<file path="config.mk">
export PLATFORM = sky130hd
export DESIGN_NAME = uart_tx_arbiter
export DESIGN_NICKNAME = d
export VERILOG_FILES = /design/src/rtl/uart_tx_arbiter.sv
export SDC_FILE = /design/constraint.sdc
export NUM_CORES = 1
export LEC_CHECK = 0
export ABC_CLOCK_PERIOD_IN_PS = 2000
export BUFFER_PORTS_ARGS = -buffer_cell sky130_fd_sc_hd__buf_2
export CORE_MARGIN = 2
export CORE_UTILIZATION = 43
export CTS_CLUSTER_SIZE = 24
export DETAILED_ROUTE_END_ITERATION = 10
export PLACE_DENSITY = 0.86
export SLEW_MARGIN = 40
export SYNTH_ARGS = -nofsm -noshare
export SYNTH_HDL_FRONTEND = slang
export SYNTH_SLANG_ARGS = --single-unit
</file>
<file path="constraint.sdc">
create_clock -name clk -period 2 [get_ports clk]
set_input_delay 0.4 -clock clk [delete_from_list [all_inputs] [get_ports clk]]
set_output_delay 0.4 -clock clk [all_outputs]
set_load 0.01 [all_outputs]
</file>
<file path="src/rtl/uart_tx_arbiter.sv">
//============================================================================
// uart_tx_arbiter: round-robin sharing of one UART transmitter among N_REQ
// byte sources. Optional busy-handshake timeout via UART_ARB_TIMEOUT_EN.
// Revision: 1.0
//============================================================================
`default_nettype none

module uart_tx_arbiter #(
   parameter int N_REQ        = 4,
   parameter int BUSY_TIMEOUT = 16
) (
   input  logic                       clk,
   input  logic                       rst,
   input  logic [N_REQ-1:0]           req,
   input  logic [8*N_REQ-1:0]         req_data,
   output logic [N_REQ-1:0]           grant,
   output logic [7:0]                 tx_data,
   output logic                       tx_send,
   input  logic                       tx_busy,
   output logic [$clog2(N_REQ)-1:0]   active_id,
   output logic                       tx_timeout
);

   localparam int ID_W = $clog2(N_REQ);

   generate
      if (N_REQ < 2 || N_REQ > 8 || BUSY_TIMEOUT < 1) begin : g_param_check
         $error("uart_tx_arbiter: illegal parameter value");
      end
   endgenerate

   typedef enum logic [1:0] {
      IDLE      = 2'd0,
      WAIT_BUSY = 2'd1,
      WAIT_DONE = 2'd2
   } state_t;

   state_t            r_state;
   state_t            w_next_state;
   logic              w_found;
   logic [ID_W-1:0]   w_winner;
   logic [ID_W:0]     w_sum;
   logic [ID_W-1:0]   w_cand;
   logic              w_send;
   logic [N_REQ-1:0]  w_grant;
   logic [7:0]        w_tx_data;
   logic [ID_W-1:0]   w_active_id;

`ifdef UART_ARB_TIMEOUT_EN
   localparam int CNT_W = $clog2(BUSY_TIMEOUT + 1);
   logic [CNT_W-1:0]  r_cnt;
   logic              w_timeout;
`endif

   // Search starts one past the last winner and wraps; the one-bit-wider
   // sum keeps the modulo a single conditional subtract.
   always_comb begin : p_rr_search
      w_found  = 1'b0;
      w_winner = '0;
      w_sum    = '0;
      w_cand   = '0;
      for (int k = 0; k < N_REQ; k++) begin
         w_sum = {1'b0, active_id} + (ID_W+1)'(k + 1);
         if (w_sum >= (ID_W+1)'(N_REQ)) begin
            w_sum = w_sum - (ID_W+1)'(N_REQ);
         end
         w_cand = w_sum[ID_W-1:0];
         if (!w_found && req[w_cand]) begin
            w_found  = 1'b1;
            w_winner = w_cand;
         end
      end
   end

   always_comb begin : p_fsm
      w_next_state = r_state;
      w_send       = 1'b0;
      w_grant      = '0;
      w_tx_data    = tx_data;
      w_active_id  = active_id;
`ifdef UART_ARB_TIMEOUT_EN
      w_timeout    = 1'b0;
`endif
      case (r_state)
         IDLE: begin
            if (!tx_busy && w_found) begin
               w_next_state = WAIT_BUSY;
               w_send       = 1'b1;
               w_active_id  = w_winner;
               for (int i = 0; i < N_REQ; i++) begin
                  w_grant[i] = (w_winner == ID_W'(i));
                  if (w_winner == ID_W'(i)) begin
                     w_tx_data = req_data[8*i +: 8];
                  end
               end
            end
         end
         WAIT_BUSY: begin
            if (tx_busy) begin
               w_next_state = WAIT_DONE;
            end
`ifdef UART_ARB_TIMEOUT_EN
            // Fires on the edge at which the count reaches BUSY_TIMEOUT.
            else if (r_cnt == CNT_W'(BUSY_TIMEOUT - 1)) begin
               w_next_state = IDLE;
               w_timeout    = 1'b1;
            end
`endif
         end
         WAIT_DONE: begin
            if (!tx_busy) begin
               w_next_state = IDLE;
            end
         end
         default: w_next_state = IDLE;
      endcase
   end

   always_ff @(posedge clk) begin : p_regs
      if (rst) begin
         r_state   <= IDLE;
         tx_send   <= 1'b0;
         grant     <= '0;
         tx_data   <= 8'h00;
         active_id <= ID_W'(N_REQ - 1);
      end else begin
         r_state   <= w_next_state;
         tx_send   <= w_send;
         grant     <= w_grant;
         tx_data   <= w_tx_data;
         active_id <= w_active_id;
      end
   end

`ifdef UART_ARB_TIMEOUT_EN
   always_ff @(posedge clk) begin : p_timeout
      if (rst) begin
         r_cnt      <= '0;
         tx_timeout <= 1'b0;
      end else begin
         tx_timeout <= w_timeout;
         if (r_state != WAIT_BUSY) begin
            r_cnt <= '0;
         end else begin
            r_cnt <= r_cnt + 1'b1;
         end
      end
   end
`else
   assign tx_timeout = 1'b0;
`endif

endmodule

`default_nettype wire
</file>
# ---- Yosys cells after proc, flatten, opt, wreduce, memory -nomap -nowiden
# Cells that the tools add are included.
dict set report op_classes {
  order_cmp 8
  mux 29
  multipliers 0
  div_mod_pow 0
  n_eq_ne 8
  shifts 0
  n_reduce_logical 16
  bitwise_logic 2
  add_sub_neg 8
}
# operator n
set ops {}
lappend ops {{two-way mux 8 bit} 4}
lappend ops {{two-way mux 2 bit} 11}
lappend ops {{>= comparator 3 bit (second input constant)} 4}
lappend ops {{less-than comparator 2 x 3 -> 1 bit (second input constant)} 4}
lappend ops {{two-way mux 1 bit} 9}
lappend ops {{binary-select mux 1 bit (select 2 bit)} 4}
lappend ops {{subtractor 2 x 1 -> 2 bit (second input constant)} 4}
lappend ops {{adder 2 x 2 -> 3 bit (second input constant)} 2}
lappend ops {{equality test 2 bit (second input constant)} 3}
lappend ops {{!= test 2 bit (second input constant)} 3}
lappend ops {{one-hot mux 2 bit (3 select lines)} 1}
lappend ops {{AND reduction 3 bit} 2}
lappend ops {{equality test 2 x 1 -> 1 bit (second input constant)} 2}
lappend ops {{logical AND 1 bit} 4}
lappend ops {{zero test 1 bit} 4}
lappend ops {{zero test 2 bit} 2}
lappend ops {{nonzero test 4 bit} 1}
lappend ops {{adder 2 x 1 -> 3 bit (second input constant)} 1}
lappend ops {{adder 2 x 3 -> 3 bit (second input constant)} 1}
lappend ops {{OR reduction 3 bit} 1}
lappend ops {{inverter 1 bit} 2}
lappend ops {{AND reduction 2 bit} 1}
lappend ops {{OR reduction 2 bit} 1}
dict set report word_totals {
  latchBits 0
  word_cells 76
  rom_bits 0
  ramBits 0
  inputBits 39
  output_inout_bits 16
  memories 0
  reg_bits 17
}

# ---- Depth between registers and ports, before layout
# Gate-level depths: netlist of run 1.
dict set report logic_depth {
  word_depth 20
  ltp_mapped 7
  ltp_nobuf 5
}

# ---- Worst setup path before layout of run 1
# OpenSTA, ideal clock, no wires.
dict set report synth_path {
  path_type {register to register}
  start {reg active_id[1]}
  end {reg tx_data[0]}
  arrival_ns 1.501
  stages_incl_launch_ff 7
  slack_ns 0.375
  setup_ns 0.124
  path_buffers 1
  period_less_slack_ns 1.625
  cell_sequence {dfxtp_1 > buf_6 > mux2i_1 > a2bb2oi_4 > nand2_4 > mux2i_1 > o211ai_2}
}
dict set report synth_between {
  elab_chain_cells 19
  elab_cells_between_ends 48
  classes_between {add/sub: 8; order compare: 4; eq/ne: 3; mux: 23; reduce/logical: 10}
}
# item line_no
set synth_rtl {}
lappend synth_rtl {{from (decl)} 20} ;# output logic [$clog2(N_REQ)-1:0] active_id,
lappend synth_rtl {{from (signal assigned)} 125} ;# active_id <= ID_W'(N_REQ - 1);
lappend synth_rtl {{from (signal assigned)} 131} ;# active_id <= w_active_id;
lappend synth_rtl {{adder 2 x 1 -> 3 bit} 63} ;# w_sum = {1'b0, active_id} + (ID_W+1)'(k + 1);
lappend synth_rtl {{>= comparator 3 bit / subtractor 2 x 1 -> 2 bit (equally long branches)} {64, 65}}
lappend synth_rtl {{two-way mux 2 bit} 64} ;# if (w_sum >= (ID_W+1)'(N_REQ)) begin
lappend synth_rtl {{binary-select mux 1 bit (select 2 bit)} 68} ;# if (!w_found && req[w_cand]) begin
lappend synth_rtl {{two-way mux 1 bit (not written as such)} 68}
lappend synth_rtl {{two-way mux 1 bit} 68}
lappend synth_rtl {{zero test 1 bit} 68}
lappend synth_rtl {{logical AND 1 bit} 68}
lappend synth_rtl {{two-way mux 1 bit} 68}
lappend synth_rtl {{zero test 1 bit} 68}
lappend synth_rtl {{logical AND 1 bit} 68}
lappend synth_rtl {{two-way mux 1 bit} 68}
lappend synth_rtl {{zero test 1 bit} 68}
lappend synth_rtl {{logical AND 1 bit} 68}
lappend synth_rtl {{two-way mux 2 bit} 68}
lappend synth_rtl {{equality test 2 x 1 -> 1 bit} 92} ;# if (w_winner == ID_W'(i)) begin
lappend synth_rtl {{two-way mux 8 bit (3 in a row)} 92}
lappend synth_rtl {{to (signal assigned)} 130} ;# tx_data <= w_tx_data;
lappend synth_rtl {{to (decl)} 17} ;# output logic [7:0] tx_data,
# Several ways; a longest one is shown, not always the timed one. The select of a mux whose other input is x is not followed.
# A chain may end at the register's enable or synchronous reset.

# ---- Worst setup path in the final report of run 1
dict set report layout_path {
  start {reg active_id[1]}
  end {reg tx_data[4]}
}
# The elaborated chain is that of the path after synthesis.

==> results.md, run 1 <==
* I/O Pins at 55
* TritonCTS clock tree: done
* Worst path max stage delay at 0.54 ns
* Full die area at 0.002726 sq mm
* Final setup violating endpoints at 0
* Core area at 0.002212 sq mm
* Tot GR Track Use at 19.72%
* Final Slew Violations at 0
* Internal power at 0.0005647 W
* Commonest cells in the netlist: 17 x dfxtp_1, 9 x mux2i_1
* Endpoints failing hold at 0
* Post-CTS sizing at 0
* Largest area contributor in the netlist: dfxtp_1
* Minimum clock period at 1.823 ns
* Syn nets at 141
* NetSw at 0.0002660 W
* Highest Signal Layer: met4
* EDFF count, synth at 0
* Post-synthesis sequential area ratio at 34.04%
* Initial Utilization at 45.19%
* Met3 Wirelength at 157 um
* Die width at 52.22 um
* Pre-Repair DR Iteration Count at 4
* Post-Syn Instances at 102
* Area Overhead vs Synth at 30.79%
* Pwr Density at 635.3 mW/mm^2
* DR DRC count at 0
* Final cell utilization of the core at 59.11%
* Total grt overflow at 0
* Final period util at 91.13%
* Vias in the first global route at 947
* Layout cell share with drive strength beyond 1 at 49.04%
* Clk sinks at 17
* Drt wl/cell at 13.71 um
* Detailed-routed wire length on met2 at 1350 um
* WS Path Type: reg2reg
* Most frequent cell after synthesis: dfxtp_1
* First-pass GRT wire length at 3953 um
* Highest clock rate at 0.5487 GHz
* Iter 0 DRT Violations at 25
* Sequential share of power at 46.8%
* Req. time, crit path at 2.19 ns
* Metal-1 WL at 984 um
* Hold Buf Count CTS at 0
* GPL Wtd Cong at 0.7605
* Most used DFF post-synth: dfxtp_1
* Average size of a mapped cell at 9.801 sq um
* Warnings from Yosys at 0
* Num CTS Buffers at 3
* Clock Skew at 0.007210 ns
* RSZ-0062 raised after global routing: false
* Setup TNS at 0 ns
* Max clock buf depth at 2
* Clock Latency Late Sink at 0.29 ns
* Setup bufs post-CTS at 0
* CTS clk-pin slew, worst paths at 0.10 ns
* Clock group share of total power at 22.2%
* Async SR Flop Fraction at 0%
* Peak VDD IR at 311.9 uV
* # rows at 17
* Final wirelength at 2536 um
* Worst setup EP type: flip-flop
* Vias per std cell at 5.519
* # diodes at 0
* Fin nets at 197
* Top cells by area, synth: dfxtp_1 34%, o211ai_2 10%, mux2i_1 9.0%
* H-tree depth at 1
* Leak Pwr at 0.6527 nW
* Rel. slew slack at 57.00%
* Worst setup SP type: flip-flop
* HPWL after detailed placement at 2005 um
* Maxcap violations at 0
* Critical path fanouts, max at 10
* Synth unique cells at 33
* Mapped cell area at 999.7 sq um
* Clock Tree Root: clkbuf_4
* Chip height at 52.22 um
* Antenna violations before repair at 0
* Slowest CP cell: dfxtp_1
* Slew of the pin with the lowest slew margin at 0.6449 ns
* Worst hold path type: in2reg
* DR vias at 1021
* Outcome: completed
* Port Buffers at 53
* Critical-path cell list: and2b_2 -> o31ai_4 -> nand4bb_1 -> a21o_1 -> o211ai_2
* Worst Path Arrival at 2.01 ns
* Synth top area share at 34.04%
* Comb pwr share at 30.9%
* FF+latch count, synth at 17
* Largest net degree at the start of global routing at 11
* Fillers at 213
* Antenna viol nets, final at 0
* Sw Ratio at 32.02%
[kinds of logic (layout without fill, tap and decap cells)]
logic type      after synthesis  count (layout)  synth area share [%]
xor+xnor                      1               1                0.8763
buf+inv                       6              61                 4.255
simple gates                 33              33                 19.28
compound gates               35              35                 32.17
flops                        17              17                 34.04
other cells                   1               1                0.3751
mux                           9               9                 9.012
[worst max-delay path, delay by kind of cell, from the launching register on]
kind            cells  cell delay, ns
compound gates      3            0.48
flops               1            0.54
simple gates        2            0.71
[through the flow]
step | cell area [sq um] | cells | setup WS [ns] | hold WS [ns] | power, W
2_1_floorplan | 999.7 | 102 | 0.3747 | 0.4760 | 0.0005625
3_3_place_gp | 1280 | 181 | 0.2032 | 0.4613 | 0.0006431
3_5_place_dp | 1280 | 181 | 0.1471 | 0.4530 | 0.0006543
4_1_cts | 1308 | 185 | 0.1694 | 0.3122 | 0.0008354
5_1_grt | 1308 | 185 | 0.009013 | 0.3202 | 0.0008765
6_report | 1308 | 185 | 0.1775 | 0.3175 | 0.0008307
[flip-flops by register name (all words and copies together), names as in the netlist]
register and flops:
tx_data 8, grant 4, active_id 2, r_state 2
tx_send 1
[area by class of cell]
class	instances	area, sq um	share of cell area [%]
clock buffers	3	22.52	1.722
inverters	2	7.507	0.5742
flip-flops and latches	17	340.3	26.03
multi-input cells	79	616.8	47.18
well taps	28	35.03	2.679
repair buffers	55	280.3	21.44
clock inverters	1	5.005	0.3828
[routing by layer]
metal	GRT usage [%]	vias to the layer above
met5	0	-
met1	22.56	482
met2	35.23	47
li1	-	487
met4	10.26	0
met3	2.857	5
[cells in the final DEF, fill, tap and decap left out, drive strengths merged]
cell     instances
mux2i            9
o211ai           8
nand4bb          1
nor2             5
and3b            2
o2bb2ai          1
clkinv           1
o21a             1
or2              1
conb             1
a21o             8
nor3b            1
o31ai            1
o21bai           1
o21ai            8
nand2           10
xnor2            1
a22oi            2
nor2b            1
inv              2
and2b            1
clkbuf           3
nor3             2
nand3            8
or3              1
a21boi           1
a21oi            2
a2bb2oi          1
o21ba            1
buf             55
dfxtp           17
[final timing paths]
path                                   start    endpoint  slack [ns]  depth (start not counted)
worst max-delay path            active_id[1]  tx_data[4]        0.18                          5
worst min-delay path                     rst  r_state[1]        0.32                          2
worst max register to register  active_id[1]  tx_data[4]        0.18                          5
worst min register to register    tx_data[6]  tx_data[6]        0.48                          2
[power groups by stage]
stage | Clock [W] | Sequential [W] | Combinational [W]
CTS | 0.000188 | 0.000389 | 0.000258
detailed placement | 0 | 0.000397 | 0.000257
global placement | 0 | 0.000396 | 0.000247
floorplan | 0 | 0.000404 | 0.000159
global route | 0.000202 | 0.000394 | 0.000280
finish | 0.000184 | 0.000389 | 0.000257
Note: power is estimated with default switching activity, not from simulation.
==> run 2: changes to the inputs <==
--- a/config.mk
+++ b/config.mk
@@ -6,11 +6,11 @@
 export NUM_CORES = 1
 export LEC_CHECK = 0
 export ABC_CLOCK_PERIOD_IN_PS = 2000
-export BUFFER_PORTS_ARGS = -buffer_cell sky130_fd_sc_hd__buf_2
+export BUFFER_PORTS_ARGS = -buffer_cell sky130_fd_sc_hd__buf_4
 export CORE_MARGIN = 2
 export CORE_UTILIZATION = 43
-export CTS_CLUSTER_SIZE = 24
 export DETAILED_ROUTE_END_ITERATION = 10
+export MAX_ROUTING_LAYER = met4
 export PLACE_DENSITY = 0.86
 export SLEW_MARGIN = 40
 export SYNTH_ARGS = -nofsm -noshare
==> run 2 against run 1 <==
Clock power is essentially flat. Total power grew 4.0%. First-iteration DRC count shrank 40%. Via count shrank 0.39%. Flip-flop and latch count is the same. Design area grew 10%. Fmax shrank 0.83%. Combinational power grew 13%. Sequential share of layout area shrank 2.4 points. Critical path type unchanged. Largest cell class unchanged. Largest power group unchanged.
==> results.md, run 2 (synthesized netlist as in run 1, its figures left out) <==
* Outcome: completed
* Vias per std cell at 5.497 (-0.39%)
* Clock Latency Late Sink at 0.29 ns (about the same)
* Iter 0 DRT Violations at 15 (-40%)
* GPL Wtd Cong at 0.8009 (+5.3%)
* Slowest CP cell: dfxtp_1
* Critical path fanouts, max at 10 (unchanged)
* Worst path max stage delay at 0.54 ns (about the same)
* Final wirelength at 2628 um (+3.6%)
* Worst hold path type: in2reg
* Full die area at 0.002726 sq mm (unchanged)
* CTS clk-pin slew, worst paths at 0.10 ns (about the same)
* I/O Pins at 55 (unchanged)
* Final setup violating endpoints at 0 (unchanged)
* Vias in the first global route at 1001 (+5.7%)
* Fin nets at 197 (unchanged)
* # diodes at 0 (unchanged)
* Minimum clock period at 1.838 ns (+0.01521 ns)
* Port Buffers at 53 (unchanged)
* Post-layout total power at 0.0008636 W (+4.0%)
* Final period util at 91.89% (+0.76 points)
* Commonest non-fill, non-tap cell in the layout: buf_4
* Critical-path cell list: and2b_2 -> o31ai_4 -> nand4bb_1 -> a21o_1 -> o211ai_2
* Antenna violations before repair at 0 (unchanged)
* WS Path Type: reg2reg
* RSZ-0062 raised after global routing: false
* Highest clock rate at 0.5441 GHz (-0.83%)
* First-pass GRT wire length at 4209 um (+6.5%)
* Max clock buf depth at 2 (unchanged)
* H-tree depth at 1 (unchanged)
* Crit path buffers/inverters at 0 (unchanged)
* Layout cell share with drive strength beyond 1 at 49.04% (unchanged)
* Maxcap violations at 0 (unchanged)
* Setup TNS at 0 ns (unchanged)
* Largest net degree at the start of global routing at 11 (unchanged)
* Num CTS Buffers at 3 (unchanged)
* Tot GR Track Use at 21.95% (+2.2 points)
* Clk sinks at 17 (unchanged)
* Leak Pwr at 0.6896 nW (+5.7%)
* Peak VDD IR at 322.1 uV (+3.3%)
* Req. time, crit path at 2.19 ns (about the same)
* Hold path start: rst
* Endpoints failing hold at 0 (unchanged)
* Chip height at 52.22 um (unchanged)
* Commonest non-fill, non-tap cells in the layout: 55 x buf_4, 17 x dfxtp_1, 9 x mux2i_1
* HPWL after detailed placement at 2130 um (+6.2%)
* CP Launch Point: active_id[1]
* Worst Path Arrival at 2.03 ns (+0.02 ns)
* Hold Buf Count CTS at 0 (unchanged)
* Total grt overflow at 0 (unchanged)
* Pre-Repair DR Iteration Count at 6 (+2)
* DR vias at 1017 (-0.39%)
* Biggest regs: tx_data (8), grant (4)
* Drt wl/cell at 14.21 um (+3.6%)
* # rows at 17 (unchanged)
* Pwr Density at 599.7 mW/mm^2 (-5.6%)
* Worst setup EP type: flip-flop
* Worst setup SP type: flip-flop
* Core area at 0.002212 sq mm (unchanged)
* Largest register FFs at 8 (unchanged)
* Clock Skew at 0.009587 ns (+0.002377 ns)
* Antenna viol nets, final at 0 (unchanged)
* Worst Setup Slack, final at 0.1622 ns (-0.01521 ns)
* R2R Path Start: active_id[1]
* Die width at 52.22 um (unchanged)
* Setup bufs post-CTS at 0 (unchanged)
* Post-CTS sizing at 0 (unchanged)
* DR DRC count at 0 (unchanged)
* Biggest register: tx_data
* Clock Tree Root: clkbuf_4
* TritonCTS clock tree: done
* CP top delay family: simple AND/OR/NAND/NOR gates
* Initial Utilization at 45.19% (unchanged)
* Area Overhead vs Synth at 44.05%
* Slew of the pin with the lowest slew margin at 0.6221 ns (-0.02284 ns)
* Rel. slew slack at 58.53% (+1.5 points)
* Final Slew Violations at 0 (unchanged)
* Pre-CTS WS at 0.1602 ns (+0.01318 ns)
-- run 2: changes by cell type in the layout (fill, tap and decap cells not counted) --
cell   change
buf_2     -53
buf_4     +53
-- run 2: power breakdown --
part	leakage (nW)	switching, W	internal (W)
logic	0.533	0.000134	0.000157
clock network	0.0177	0.000108	0.0000743
registers	0.139	0.0000237	0.000367
-- run 2: path summary, 6_finish.rpt --
kind | depth (start not counted) | slack [ns] | to
max | 5 | 0.16 | tx_data[5]
min | 2 | 0.29 | r_state[1]
max reg2reg | 5 | 0.16 | tx_data[5]
min reg2reg | 2 | 0.49 | tx_data[0]
-- run 2: final cells by class --
type / instances / area [sq um]
Inverter: 2 / 7.507
Clock inverter: 1 / 5.005
Sequential cell: 17 / 340.3
Timing Repair Buffer: 55 / 412.9
Fill cell: 185 / 772.0
Multi-Input combinational cell: 79 / 616.8
Clock buffer: 3 / 22.52
Tap cell: 28 / 35.03
-- run 2: metrics by stage --
stage               hold WS (ns)  area (sq um)  util (%)  std cells
global placement          0.4660          1413     63.86        181
global route              0.2783          1440     65.10        185
floorplan                 0.4760         999.7         -        102
detailed placement        0.4703          1413     63.86        181
CTS                       0.2820          1440     65.10        185
finish                    0.2900          1440     65.10        185
-- run 2: layer usage --
metal	GRT usage, %	part of all wire [%]	wire length (um)
met4	13.68	2.6	69
met3	2.571	6.9	182
met5	-	0	0
met1	22.16	35	924
met2	40.08	55	1451
==> run 3: changes to the inputs <==
--- a/config.mk
+++ b/config.mk
@@ -5,13 +5,14 @@
 export SDC_FILE = /design/constraint.sdc
 export NUM_CORES = 1
 export LEC_CHECK = 0
+export ABC_AREA = 1
 export ABC_CLOCK_PERIOD_IN_PS = 2000
-export BUFFER_PORTS_ARGS = -buffer_cell sky130_fd_sc_hd__buf_4
 export CORE_MARGIN = 2
-export CORE_UTILIZATION = 43
+export CORE_UTILIZATION = 53
 export DETAILED_ROUTE_END_ITERATION = 10
+export DONT_BUFFER_PORTS = 1
 export MAX_ROUTING_LAYER = met4
-export PLACE_DENSITY = 0.86
+export PLACE_DENSITY = 0.76
 export SLEW_MARGIN = 40
 export SYNTH_ARGS = -nofsm -noshare
 export SYNTH_HDL_FRONTEND = slang
==> run 3 against run 2 <==
Combinational power grew to 11 times the previous value. Critical path depth grew 10. Synthesized cell count grew 98%. Clock power is essentially flat. Sequential power grew 41%. Flip-flop and latch count is the same. Non-clock buffer count shrank 29. Critical endpoint is now tx_data[0]. Hold slack lost 0.12 ns. First-iteration DRC count grew to 4.4 times the previous value. Die area grew 3.2%.
==> results.md, run 3 <==
* HPWL after detailed placement at 2397 um (+13%)
* Final wirelength at 3770 um (+43%)
* Worst hold path type: in2reg
* Largest net degree at the start of global routing at 21 (+10)
* Worst Hold Path EP: tx_send
* Post-Syn Instances at 202 (+98%)
* Iter 0 DRT Violations at 66 (+51)
* Hold Buf Count CTS at 0 (unchanged)
* R2R Path Start: active_id[0]
* Area Overhead vs Synth at 33.66%
* Worst setup SP type: flip-flop
* Peak VDD IR at 1743 uV (+440%)
* Final cell count without fillers at 254 (+37%)
* RR Endpoint: tx_data[0]
* Mapped cell area at 0.001275 sq mm (+28%)
* Largest register FFs at 8 (unchanged)
* CP top delay family: simple AND/OR/NAND/NOR gates
* Clock Skew at 0.006873 ns (-0.002714 ns)
* Syn nets at 241 (+71%)
* Largest area contributor in the netlist: dfxtp_1
* Antenna violations before repair at 0 (unchanged)
* Port Buffers at 0 (-100%)
* Clk sinks at 17 (unchanged)
* DR vias at 1422 (+40%)
* Tot GR Track Use at 22.18% (+0.23 points)
* # rows at 17 (unchanged)
* Average size of a mapped cell at 6.312 sq um (-36%)
* Num CTS Buffers at 3 (unchanged)
* RSZ-0062 raised after global routing: true
* Most frequent cell after synthesis: nand2_1
* Top cells by area, synth: dfxtp_1 27%, nand2_1 19%, inv_1 9.7%
* Clock Latency Late Sink at 0.29 ns (about the same)
* CTS clk-pin slew, worst paths at 0.10 ns (about the same)
* Final setup violating endpoints at 0 (unchanged)
* FF-to-FF setup slack at 0.01 ns (-0.15 ns)
* Biggest regs: tx_data (8), grant (4)
* Full die area at 0.002814 sq mm (+3.2%)
* # diodes at 0 (unchanged)
* Drt wl/cell at 14.84 um (+4.5%)
* Minimum clock period at 1.986 ns (+0.1479 ns)
* Biggest register: tx_data
* I/O Pins at 55 (unchanged)
* Hold Path Depth at 1 (-1)
* Most common cell on crit path: nand2_1
* Final Slew Violations at 0 (unchanged)
* Worst Path Arrival at 2.17 ns (+0.14 ns)
* Die width at 53.05 um (+1.6%)
* Outcome: completed
* Max clock buf depth at 2 (unchanged)
* Warnings from Yosys at 0 (unchanged)
* Highest clock rate at 0.5036 GHz (-7.5%)
* Commonest non-fill, non-tap cell in the layout: nand2_1
* Vias in the first global route at 1126 (+12%)
* H-tree depth at 1 (unchanged)
* Most used DFF post-synth: dfxtp_1
* WS Path Type: reg2reg
* Pwr Density at 2270 mW/mm^2 (+280%)
* TritonCTS clock tree: done
* Leak Pwr at 0.9426 nW (+37%)
* Clock Tree Root: clkbuf_4
* Maxcap violations at 0 (unchanged)
* Core area at 0.002233 sq mm (+0.96%)
* Commonest non-fill, non-tap cells in the layout: 55 x nand2_1, 33 x inv_1, 21 x nand3_1, 15 x dfxtp_1, 13 x buf_4
* Endpoints failing hold at 0 (unchanged)
* Inst Count DP at 232 (+28%)
* Initial Utilization at 57.09% (+12 points)
* EDFF count, synth at 0 (unchanged)
* Worst Reg-to-Reg Cells at 15 (+10)
* FF+latch count, synth at 17 (unchanged)
* Worst path max stage delay at 0.39 ns (-0.15 ns)
* Antenna viol nets, final at 0 (unchanged)
* Hold slack at 0.1743 ns (-0.1156 ns)
* Pre-Repair DR Iteration Count at 4 (-2)
* Vias per std cell at 5.598 (+1.8%)
* Post-synthesis sequential area ratio at 26.69% (-7.3 points)
* Final period util at 99.29% (+7.4 points)
* Critical path fanouts, max at 9 (-1)
* DR DRC count at 0 (unchanged)
* Worst setup EP type: flip-flop
* Chip height at 53.05 um (+1.6%)
* Commonest cells in the netlist: 64 x nand2_1, 33 x inv_1, 23 x nand3_1, 17 x dfxtp_1
* Async SR Flop Fraction at 0% (unchanged)
* Total grt overflow at 0 (unchanged)
* Crit path buffers/inverters at 4 (+4)
* Synth top area share at 26.69% (-7.3 points)
* Slowest CP cell: dfxtp_4
* First-pass GRT wire length at 4512 um (+7.2%)
* Synth unique cells at 29 (-12%)
* Fin nets at 266 (+35%)
* Critical-path cell list: buf_6 -> nand2_1 -> nand2_2 -> nand2_4 -> nand2_4 -> nor2_4 -> buf_12 -> nand4_4 -> nand3_4 -> buf_12 -> nand2_8 -> o21ai_1 -> inv_1 -> nand2_1 -> nand2_1
* GPL Wtd Cong at 0.8172 (+2.0%)
* Hold path start: rst
* Req. time, crit path at 2.19 ns (about the same)
* Layout cell share with drive strength beyond 1 at 31.42% (-18 points)
==> run 3: cell families (layout without fill, tap and decap cells) <==
kind of cell,after synthesis,after routing,synth area share [%]
other cells,1,1,0.2941
flops,17,17,26.69
compound gates,23,23,9.912
buf+inv,43,66,16.49
simple gates,118,119,46.61
==> run 3: power by group <==
group	total (W)	switching, W	internal, W	leakage, nW
Clock	0.000184	0.000110	0.0000744	0.0177
Sequential	0.000551	0.000113	0.000439	0.140
Combinational	0.00313	0.00172	0.00141	0.785
Total	0.00387	0.00194	0.00192	0.943
==> run 3: worst max path at each step <==
| stage | from | endpoint | slack [ns] | cells after the start |
|---|---|---|---|---|
| 6_report | active_id[0] | tx_data[0] | 0.01 | 15 |
| 5_1_grt | active_id[0] | tx_data[0] | -0.08 | 17 |
| 4_1_cts | active_id[0] | tx_data[7] | 0.01 | 15 |
| 3_5_place_dp | active_id[0] | tx_data[0] | 0.05 | 15 |
| 3_3_place_gp | active_id[0] | tx_data[3] | 0.11 | 16 |
| 2_1_floorplan | active_id[0] | tx_data[3] | 0.12 | 15 |
==> run 3: stage by stage <==
| stage | TNS (ns) | setup slack, ns | utilization (%) | total power, W | area [sq um] |
|---|---|---|---|---|---|
| final | 0 | 0.01430 | 76.30 | 0.003869 | 1704 |
| after floorplan | 0 | 0.1163 | - | 0.002113 | 1275 |
| after detailed placement | 0 | 0.04894 | 58.99 | 0.002481 | 1318 |
| after CTS | 0 | 0.01005 | 60.22 | 0.002660 | 1345 |
| after global placement | 0 | 0.1111 | 58.99 | 0.002421 | 1318 |
| after global routing | -0.3225 | -0.08194 | 76.30 | 0.004108 | 1704 |
==> run 3: final cells by class <==
type / count / area, sq um
multi-input cells: 143 / 854.6
fillers: 159 / 529.3
flip-flops and latches: 17 / 347.8
repair buffers: 26 / 289.0
inverters: 36 / 150.1
well taps: 28 / 35.03
clock buffers: 3 / 22.52
clock inverters: 1 / 5.005
==> run 3: per-layer routing <==
| metal | track usage [%] | vias up | wire length (um) |
|---|---|---|---|
| met4 | 10.68 | 0 | 84 |
| met5 | - | - | 0 |
| met3 | 7.345 | 8 | 352 |
| met2 | 37.92 | 84 | 1983 |
| met1 | 22.85 | 641 | 1350 |
| li1 | - | 689 | - |
==> run 3: repair_timing <==
| action | CTS | global route |
|---|---|---|
| setup endpoints to repair | 0 | 14 |
| gates resized for setup | 0 | 49 |
| buffers inserted | 0 | 14 |
